===== src/rtl/clock_disp_pkg.sv =====
// Shared constants for the clock display path: blank codes, anode patterns
// and digit slot indices used by the scan multiplexer.
package clock_disp_pkg;

    localparam logic [3:0] BLANK_CODE = 4'hF;
    localparam logic [3:0] AN_OFF     = 4'b1111;
    localparam int         GHOST_CYC  = 16;

    typedef enum logic [1:0] {
        DIG_MIN_ONES = 2'd0,
        DIG_MIN_TENS = 2'd1,
        DIG_HR_ONES  = 2'd2,
        DIG_HR_TENS  = 2'd3
    } digit_idx_e;

    // Active-low one-hot anode pattern for a lit digit slot.
    function automatic logic [3:0] anOneHot(input digit_idx_e idx);
        return ~(4'b0001 << idx);
    endfunction

endpackage


===== src/rtl/display_scan_mux_tick_div.sv =====
// Free-running modulo-DIV counter with a single-cycle tick on the last count.
module tick_div #(
    parameter int DIV = 100000
) (
    input  logic                    clk,
    input  logic                    rst,
    output logic [$clog2(DIV)-1:0]  cnt_o,
    output logic                    tick_o
);
    localparam int CW = $clog2(DIV);

    logic [CW-1:0] cnt_q, cnt_d;

    assign tick_o = (cnt_q == CW'(DIV - 1));
    assign cnt_o  = cnt_q;

    always_comb begin
        cnt_d = tick_o ? '0 : cnt_q + 1'b1;
    end

    always_ff @(posedge clk or posedge rst) begin
        if (rst) cnt_q <= '0;
        else     cnt_q <= cnt_d;
    end

endmodule


===== src/rtl/display_scan_mux.sv =====
// Four-digit HH:MM scan multiplexer with frame snapshot, blink, leading-zero
// blanking and PM dot. Define DISPLAY_SCAN_GHOST_BLANK_EN for per-slot dead time.
module display_scan_mux
    import clock_disp_pkg::*;
#(
    parameter int SCAN_DIV  = 100000,
    parameter int BLINK_DIV = 25000000
) (
    input  logic       clk,
    input  logic       rst,
    input  logic [3:0] hr_tens,
    input  logic [3:0] hr_ones,
    input  logic [3:0] min_tens,
    input  logic [3:0] min_ones,
    input  logic [3:0] blink_mask,
    input  logic       lz_blank,
    input  logic       pm,
    output logic [3:0] digit_bcd,
    output logic [3:0] an,
    output logic       dp
);
    localparam int SCW = $clog2(SCAN_DIV);
    localparam int BCW = $clog2(BLINK_DIV);
`ifdef DISPLAY_SCAN_GHOST_BLANK_EN
    localparam bit GHOST_EN = 1'b1;
`else
    localparam bit GHOST_EN = 1'b0;
`endif

    logic [SCW-1:0]  scanCnt;
    logic            scanTick;
    logic [BCW-1:0]  unusedBlinkCnt;
    logic            blinkTick;

    digit_idx_e      idx_q, idx_d;
    logic            blinkPhase_q;
    logic            init_q;
    logic [3:0][3:0] snapDig_q;
    logic            snapPm_q;

    logic            capture;
    logic            blank;
    logic [3:0]      digNext;
    logic [3:0]      anNext;
    logic            dpNext;

    tick_div #(.DIV(SCAN_DIV)) uScanDiv (
        .clk    (clk),
        .rst    (rst),
        .cnt_o  (scanCnt),
        .tick_o (scanTick)
    );

    tick_div #(.DIV(BLINK_DIV)) uBlinkDiv (
        .clk    (clk),
        .rst    (rst),
        .cnt_o  (unusedBlinkCnt),
        .tick_o (blinkTick)
    );

    // Snapshot only at frame boundaries so one frame never mixes old and new time.
    always_comb begin
        idx_d   = scanTick ? digit_idx_e'(idx_q + 2'd1) : idx_q;
        capture = init_q | (scanTick & (idx_q == DIG_HR_TENS));

        blank = (blink_mask[idx_q] & blinkPhase_q)
              | ((idx_q == DIG_HR_TENS) & lz_blank & (snapDig_q[DIG_HR_TENS] == 4'd0))
              | (GHOST_EN & (scanCnt < SCW'(GHOST_CYC)));

        digNext = blank ? BLANK_CODE : snapDig_q[idx_q];
        anNext  = blank ? AN_OFF     : anOneHot(idx_q);
        dpNext  = !((idx_q == DIG_MIN_ONES) & snapPm_q & !blank);
    end

    always_ff @(posedge clk or posedge rst) begin
        if (rst) begin
            idx_q        <= DIG_MIN_ONES;
            blinkPhase_q <= 1'b0;
            init_q       <= 1'b1;
            snapDig_q    <= {4{BLANK_CODE}};
            snapPm_q     <= 1'b0;
            digit_bcd    <= BLANK_CODE;
            an           <= AN_OFF;
            dp           <= 1'b1;
        end else begin
            idx_q        <= idx_d;
            blinkPhase_q <= blinkPhase_q ^ blinkTick;
            init_q       <= 1'b0;
            if (capture) begin
                snapDig_q <= {hr_tens, hr_ones, min_tens, min_ones};
                snapPm_q  <= pm;
            end
            digit_bcd    <= digNext;
            an           <= anNext;
            dp           <= dpNext;
        end
    end

endmodule


===== config.mk =====
export PLATFORM = sky130hd
export DESIGN_NAME = display_scan_mux
export DESIGN_NICKNAME = d
export VERILOG_FILES = /design/src/rtl/clock_disp_pkg.sv /design/src/rtl/display_scan_mux_tick_div.sv /design/src/rtl/display_scan_mux.sv
export SDC_FILE = /design/constraint.sdc
export NUM_CORES = 1
export LEC_CHECK = 0
export CAP_MARGIN = 15
export CELL_PAD_IN_SITES_DETAIL_PLACEMENT = 1
export CELL_PAD_IN_SITES_GLOBAL_PLACEMENT = 1
export CORE_ASPECT_RATIO = 0.5
export CORE_MARGIN = 5
export CORE_UTILIZATION = 24
export CTS_CLUSTER_DIAMETER = 30
export CTS_CLUSTER_SIZE = 40
export DETAILED_ROUTE_END_ITERATION = 12
export HOLD_SLACK_MARGIN = 0.15
export PLACE_DENSITY_LB_ADDON = 0.1
export SLEW_MARGIN = 0
export SYNTH_ARGS = -nofsm -noshare
export SYNTH_HDL_FRONTEND = slang
export SYNTH_SLANG_ARGS = --single-unit
export TNS_END_PERCENT = 30

===== constraint.sdc =====
create_clock -name clk -period 4.85 [get_ports clk]
set_input_delay 0.97 -clock clk [delete_from_list [all_inputs] [get_ports clk]]
set_output_delay 0.97 -clock clk [all_outputs]
set_load 0.03 [all_outputs]

**Yosys cells after proc, flatten, opt, wreduce, memory -nomap -nowiden**

Index checks and enable logic that the tools add are counted.

- Output and inout port bits: 9
- Flip-flop bits (word level): 72
- Logic and storage cells: 43
- Bits of input ports: 24

- Add/sub/neg operators: 3
- Shift-type cells: 1
- Order comparisons: 1
- Reduce and logical (&&, ||, !) cells: 4
- Equality and inequality tests: 3
- Mux-type cells: 8
- Bitwise operators: 10

Operators with widths:

| cell | count |
|---|---|
| 25-bit by 1-bit adder with 25-bit output, second input constant | 1 |
| 25-bit == test, second input constant | 1 |
| 25-bit 2-to-1 mux | 1 |
| 17-bit by 1-bit adder with 17-bit output, second input constant | 1 |
| 17-bit == test, second input constant | 1 |
| 17-bit 2-to-1 mux | 1 |
| 4-bit 2-to-1 mux | 3 |
| 4-bit binary-select mux with 2-bit select | 1 |
| 1-bit bitwise AND | 6 |
| 4-bit zero test | 1 |
| 4-bit inverter | 1 |
| 1-bit by 2-bit left shift with 4-bit output, first input constant | 1 |
| 2-bit by 3-bit less-than comparator with 1-bit output, second input constant | 1 |
| 2-bit by 1-bit adder with 2-bit output, second input constant | 1 |
| 1-bit binary-select mux with 2-bit select | 1 |
| 2-bit == test, second input constant | 1 |
| 1-bit zero test | 2 |
| 2-bit zero test | 1 |
| 1-bit bitwise OR | 2 |
| 1-bit 2-to-1 mux | 1 |
| 1-bit bitwise XOR | 1 |

**Depth between registers and ports, before layout**

Gate-level depths: netlist of run 1.

- Depth after elaboration: 7
- Gate-level depth with buffers: 7
- Mapped depth without buffers: 5

**Cells and area by module**

A second synthesis of run 1 with hierarchy kept.

- Cell total of the unflattened synthesis: 297
- Area total of the unflattened synthesis: 3,499.6 µm²

Modules (own cells, without submodules):

| module | seq. area each (µm²) | area each (µm²) | cells an instance | instances |
|---|---|---|---|---|
| tick_div at uBlinkDiv | 625.6 | 1,337.5 | 134 | 1 |
| display_scan_mux | 783.3 | 1,336.3 | 88 | 1 |
| tick_div at uScanDiv | 425.4 | 825.8 | 75 | 1 |

**Worst setup path before layout of run 1**

OpenSTA, ideal clock, no wires.

- Path type: register to register
- Start: reg uScanDiv.cnt_q[0], in the netlist uScanDiv.cnt_o[0]
- End: reg snapDig_q[0] (netlist bit)
- Path slack: 2,708 ps
- Stages on the path, launching flop included: 7
- Setup time: 82 ps
- Data arrival time: 2,059 ps
- Buffers on the path: 2
- Clock period less this slack: 2,142 ps
- Required time: 4,768 ps
- Cells stage by stage: dfrtp_1 -> ha_1 -> and4_1 -> clkbuf_1 -> a41oi_2 -> clkbuf_1 -> mux2_2

- Longest elaborated chain between the ends: 3

Ends and longest elaborated chain:

| what | line | RTL |
|---|---|---|
| start: declaration | display_scan_mux_tick_div.sv:12 | `logic [CW-1:0] cnt_q, cnt_d;` |
| start signal: assignment | display_scan_mux_tick_div.sv:23 | `else cnt_q <= cnt_d;` |
| 17-bit == test | display_scan_mux_tick_div.sv:14 | `assign tick_o = (cnt_q == CW'(DIV - 1));` |
| 1-bit bitwise AND | display_scan_mux.sv:64 | `capture = init_q \| (scanTick & (idx_q == DIG_HR_TENS));` |
| 1-bit bitwise OR | display_scan_mux.sv:64 |  |
| end signal: assignment | display_scan_mux.sv:80 | `snapDig_q <= {4{BLANK_CODE}};` |
| end signal: assignment | display_scan_mux.sv:90 | `snapDig_q <= {hr_tens, hr_ones, min_tens, min_ones};` |
| end: declaration | display_scan_mux.sv:38 | `logic [3:0][3:0] snapDig_q;` |

Every way passes these cells.
A chain may end at the register's enable or synchronous reset.

**Worst setup path after layout of run 1**

- Start: reg digit_bcd[2]
- End: out digit_bcd[2]

RTL lines:

| what | line | RTL |
|---|---|---|
| start: declaration | display_scan_mux.sv:18 | `output logic [3:0] digit_bcd,` |
| start signal: assignment | display_scan_mux.sv:93 | `digit_bcd <= digNext;` |

No word-level cell between the ends.

==> impl_results.md, run 1 <==
- Yosys Warn Count: 0
- Post-synth top cells: dfrtp_1, dfstp_2, xor2_1
- Via-to-Cell Ratio: 4.39
- Yosys cell types: 40
- Wire length of the first global-routing pass: 13100 µm
- Met2 Use GR: 18.3%
- Critical register-to-register path endpoint: snapPm_q
- Power density cells: 320 nW/µm²
- Post-layout nets: 344
- Yosys top cell by area: dfrtp_1
- Share of cells above drive strength 1: 23.8%
- Average routed wire per standard cell: 15.1 µm
- Maximum clock frequency: 402 MHz
- Endpoint type of the worst setup path: output port
- Die span in x: 176 µm
- Area of the core region: 13600 µm²
- Number of buffers on the longest clock path: 2
- Outcome: finished clean
- CP Launch Point: digit_bcd[2]
- Hold buffer count at cts: 0
- Leakage power figure: 1.65 nW
- Via count of the first global-routing pass: 2554
- Number of buffers added for setup after CTS: 0
- Slew headroom: 27.8%
- Count of TritonRoute iterations in the first routing pass: 4
- Final setup violation count: 0
- Worst-path clk slew: 50 ps
- Pin count of the biggest net entering global routing: 45
- Number of design-rule violations left by the first detailed-router iteration: 40
- Start point of the worst min-delay path: snapPm_q
- GRT met3 Usage: 3.80%
- I/O pin count: 33
- Cell Area, Synth: 3310 µm²
- Family of cells with the greatest summed delay on the critical path: buffers and inverters
- Residual DRC: 0
- Number of port buffers: 32
- Total number of vias: 2244
- Crit path depth: 1
- Number of fill cells: 1502
- CP Max Fanout: 1
- Placed cell count: 495
- Arrival @ worst endpoint: 1520 ps
- MaxCap Viol Count: 0
- Source of the worst register-to-register timing path: uScanDiv.cnt_o[0]
- Count of state elements after synthesis: 72
- Critical Path Source Type: register
- Residual overflow from global routing: 0
- Main area contributors after synthesis: dfrtp_1, dfstp_2, mux2_2, xor2_1, mux4_2
- Worst Hold Margin: 436 ps
- Slowest stage cell, crit path: clkdlybuf4s50_1
- R2R Setup Slk: 2440 ps
- Number of nets still failing antenna checks after routing: 0
- Syn Area/Cell: 12.0 µm²
- Most utilized layer in the global route result: met2
- GRT Resource Usage Total: 10.3%
- Finished Layout Cells: 511
- Global placement routability congestion: 0.736
- Required time at the worst-slack endpoint: 3880 ps
- Period utilization: 51.3%
- Clk sink count: 72
- Number of cells upsized or downsized after cts: 0
- Worst Hold Class: reg -> reg
- Area of the multi-input gates: 1410 µm²
- Post-synthesis net count: 307
- Worst setup skew after layout: 4.77 ps
- Depth of the worst register-to-register path: 4
- Pins Over Slew Limit: 0
- Worst Path Buf+Inv: 1
- Total number of H-tree levels: 3
- VDD IR-drop max: 0.114 mV
- Total negative slack for setup checks: 0 ps
- Type of the worst setup path: reg -> out
- Fraction of the yosys area taken by sequential cells: 55.4%
- Final critical-path required period: 2490 ps
- Utilization after layout: 30.4%
- Most frequent cell after synthesis: dfrtp_1
- CTS tree: done
- Tightest Pin Transition: 1080 ps
- Clock buffer count from CTS: 9
- Endpoint of the worst setup timing path: digit_bcd[2]
- Starting Density: 24.4%
- Async set-or-reset flop fraction in the synthesized netlist: 100%
- Prevailing post-synth register cell: dfrtp_1
- Clock Latency Late Sink: 330 ps
- Synthesized instance count: 277
- GR Layer Usage met1: 11.8%
- Die ar.: 16400 µm²
- Storage element area: 1830 µm²
- Root buffer cell: clkbuf_16
- Critical path, cell by cell: clkdlybuf4s50_1
- HPWL after detailed placement: 5460 µm
- Die extent in y: 93.1 µm
- Num rows: 30
- Final count of hold timing violations: 0
- Unrepaired setup endpoints after global routing: no
- Growth of design area from synthesis to finish: 24.3%
- Number of antenna violations at the first check in global routing: 0
- Delay of the slowest critical-path stage: 680 ps
- Number of antenna repair diodes: 0
- Total power consumption of the routed design: 0.00132 W
- Wirelength, routed: 7710 µm
- Number of enable-type register cells in the synthesized netlist: 0
- Post-synth top area share: 34.8%
cell families (layout without fill, tap and decap cells):
group / after synthesis / in the layout / share of synthesized area, %
simple gates: 106 / 106 / 18.5
xor+xnor: 29 / 29 / 7.67
mux: 23 / 23 / 9.52
buf+inv: 16 / 58 / 2.12
other cells: 1 / 1 / 0.113
flops: 72 / 72 / 55.4
fa+ha+maj: 6 / 6 / 2.27
compound gates: 24 / 24 / 4.42
worst register-to-register path, stage by stage (launching register included):
cell and delay (ps):
dfrtp_1 390, ha_1 240, and4_1 320, a41oi_2 920, mux2_2 420
layout by cell type, fill, tap and decap left out, types with 6 or more instances in the layout:
| cell | instances |
|---|---|
| xor2_1 | 19 |
| clkbuf_16 | 9 |
| dfrtp_1 | 46 |
| inv_1 | 6 |
| nor2_1 | 17 |
| dfstp_2 | 26 |
| mux2_2 | 18 |
| xnor2_1 | 10 |
| clkdlybuf4s50_1 | 32 |
| nand4_1 | 10 |
| o31ai_1 | 6 |
| nand2_1 | 18 |
| ha_1 | 6 |
| or4_1 | 7 |
| nand3_1 | 14 |
| a21oi_1 | 12 |
per-stage QoR:
step                      cell area, µm²  worst slack, ps
after CTS                           4120             2340
after global routing                4120             2230
after detailed placement            3850             2070
after global placement              3850             2170
final                               4120             2360
after floorplan                     3310             2100
how the worst min path moves through the flow:
stage,end,slack [ps],cells past startpoint
2_1_floorplan,dp,390,1
3_3_place_gp,dp,430,1
3_5_place_dp,dp,440,1
4_1_cts,dp,450,1
5_1_grt,dp,470,1
6_report,dp,440,1
metal layers:
metal	vias up	part of all wire, %	wire length (µm)
met4	0	1.0	80
met1	1157	45	3460
met5	-	0	0
met3	6	2.8	218
li1	1068	-	-
met2	13	51	3950
power breakdown:
part | switching, W | total [W] | internal [W]
registers | 0.00000993 | 0.000643 | 0.000634
logic | 0.0000346 | 0.0000782 | 0.0000437
clock network | 0.000239 | 0.000596 | 0.000357
layout make-up:
type                    count  share of cell area (%)
clock inverters             4                   0.486
multi-input cells         189                    34.2
flip-flops and latches     72                    44.5
repair buffers             35                    8.33
inverters                   7                   0.638
clock buffers              12                    5.99
well taps                 192                    5.83
state kept, by name (all words and copies together) (netlist names):
signal,cells
dp,1
init_q,1
idx_q,2
snapPm_q,1
uBlinkDiv.cnt_o,25
digit_bcd,4
uScanDiv.cnt_o,17
blinkPhase_q,1
an,4
snapDig_q,16
(Power assumes the default switching activity.)
==> run 2, diff against run 1 <==
clock period = 2.4 ns   (was 4.85 ns; I/O delays follow)
==> impl_results.md, run 2 (synthesized netlist as in run 1, its figures left out) <==
- Arrival @ worst endpoint: 2380 ps (+860 ps)
- CP Max Fanout: 9 (+8)
- Die span in x: 176 µm (unchanged)
- Count of cells along the worst hold path: 1 (unchanged)
- Growth of design area from synthesis to finish: 28.5%
- Final count of hold timing violations: 0 (unchanged)
- Area after DPL: 3940 µm² (+2.2%)
- Starting Density: 24.4% (unchanged)
- Wire length of the first global-routing pass: 13400 µm (+2.3%)
- Clk sink count: 72 (unchanged)
- Die extent in y: 93.1 µm (unchanged)
- Period utilization: 88.6%
- Critical Path Source Type: register
- Number of buffers added for setup after CTS: 0 (unchanged)
- I/O pin count: 33 (unchanged)
- Amount of wire on met2 after detailed routing: 4160 µm (+5.4%)
- Residual DRC: 0 (unchanged)
- Total negative slack for setup checks: 0 ps (unchanged)
- Worst Hold Class: reg -> reg
- Number of fill cells: 1474 (-1.9%)
- Post-layout nets: 352 (+2.3%)
- MaxCap Viol Count: 0 (unchanged)
- Die ar.: 16400 µm² (unchanged)
- Via-to-Cell Ratio: 4.41 (+0.35%)
- GRT Resource Usage Total: 10.4% (+0.14 points)
- Area of the core region: 13600 µm² (unchanged)
- Utilization after layout: 31.4% (+1.0 points)
- Most used cells in the layout excluding fill and tap cells: dfrtp_1, clkdlybuf4s50_1, dfstp_2
- Highest signal layer in the routed design: met4
- Pins Over Slew Limit: 0 (unchanged)
- Total number of vias: 2287 (+1.9%)
- Number of buffers on the longest clock path: 2 (unchanged)
- Metal-1 WL: 3430 µm (-0.95%)
- Finished layout cell area: 4260 µm² (+3.4%)
- Number of port buffers: 32 (unchanged)
- Leakage power figure: 1.72 nW (+4.2%)
- CTS tree: done
- Number of flip-flops in the largest register: 25 (unchanged)
- Outcome: finished clean
- VDD IR-drop max: 0.245 mV (+120%)
- Pin count of the biggest net entering global routing: 29 (-36%)
- Final setup violation count: 0 (unchanged)
- Total power consumption of the routed design: 0.00289 W (+120%)
- Number of antenna repair diodes: 0 (unchanged)
- Number of antenna violations at the first check in global routing: 0 (unchanged)
- Clock buffer count from CTS: 9 (unchanged)
- Wirelength, routed: 7860 µm (+2.0%)
- Number of cells upsized or downsized after cts: 0 (unchanged)
- Maximum clock frequency: 470 MHz
- Via count of the first global-routing pass: 2607 (+2.1%)
- HPWL after detailed placement: 5670 µm (+3.9%)
- Worst-path clk slew: 50 ps (about the same)
- Required time at the worst-slack endpoint: 2650 ps (-1230 ps)
- Final critical-path required period: 2130 ps
- Worst setup skew after layout: 11.4 ps (+6.64 ps)
- Unrepaired setup endpoints after global routing: no
- Total number of H-tree levels: 3 (unchanged)
- Endpoint type of the worst setup path: register
- Detail Route met3 WL: 161 µm (-26%)
- Root buffer cell: clkbuf_16
- Hold buffer count at cts: 0 (unchanged)
- Most common cell after layout, fill and taps aside: dfrtp_1
- Global placement routability congestion: 0.756 (+2.8%)
- Number of design-rule violations left by the first detailed-router iteration: 90 (+130%)
- Share of cells above drive strength 1: 25.7% (+1.9 points)
- Clock Latency Late Sink: 340 ps (about the same)
- Average routed wire per standard cell: 15.1 µm (+0.41%)
- Power density cells: 679 nW/µm² (+110%)
- Residual overflow from global routing: 0 (unchanged)
- Type of the worst setup path: reg -> reg
- Number of nets still failing antenna checks after routing: 0 (unchanged)
- Count of TritonRoute iterations in the first routing pass: 4 (unchanged)
- Depth of the worst register-to-register path: 5 (+1)
- Num rows: 30 (unchanged)
==> run 2: power by group <==
group | switching (W) | leakage, nW | internal, W | total (W)
Clock | 0.000501 | 0.158 | 0.000924 | 0.00143
Combinational | 0.0000704 | 0.676 | 0.0000944 | 0.000165
Sequential | 0.0000184 | 0.885 | 0.00128 | 0.00130
==> run 2: final timing paths <==
check	from	to	slack [ps]
hold / removal	snapPm_q	dp	430
setup / recovery	uBlinkDiv.cnt_o[0]	uBlinkDiv.cnt_o[24]	270
setup reg to reg	uBlinkDiv.cnt_o[0]	uBlinkDiv.cnt_o[24]	270
min in group asynchronous	rst	uScanDiv.cnt_o[13]	480
max in group asynchronous	rst	snapDig_q[14]	1320
hold reg to reg	snapPm_q	dp	430
==> run 2: final cells by class <==
type                    instances  area [µm²]  area share [%]
multi-input cells             189        1410            33.1
well taps                     192         240            5.64
flip-flops and latches         72        1830            43.1
inverters                       7        26.3           0.617
clock buffers                  14         285            6.70
repair buffers                 43         428            10.1
clock inverters                 2        35.0           0.823
==> run 2: worst max-delay path, stage by stage, from the launching register on <==
cell and delay, ps:
dfrtp_1 400, ha_1 280, nand4_1 110, or4_1 580
or4_1 520, a21oi_1 160
==> run 2: through the flow <==
stage / hold WS (ps) / instances / setup WS, ps
3_3_place_gp: 417 / 503 / 321
5_1_grt: 453 / 519 / 123
6_report: 431 / 519 / 274
3_5_place_dp: 425 / 503 / 268
2_1_floorplan: 394 / 277 / 138
4_1_cts: 437 / 519 / 262
==> run 2: layer usage <==
metal,GRT usage [%],vias up
met5,0,-
met4,3.70,0
met3,3.19,10
met2,18.5,14
met1,12.0,1179
li1,-,1084
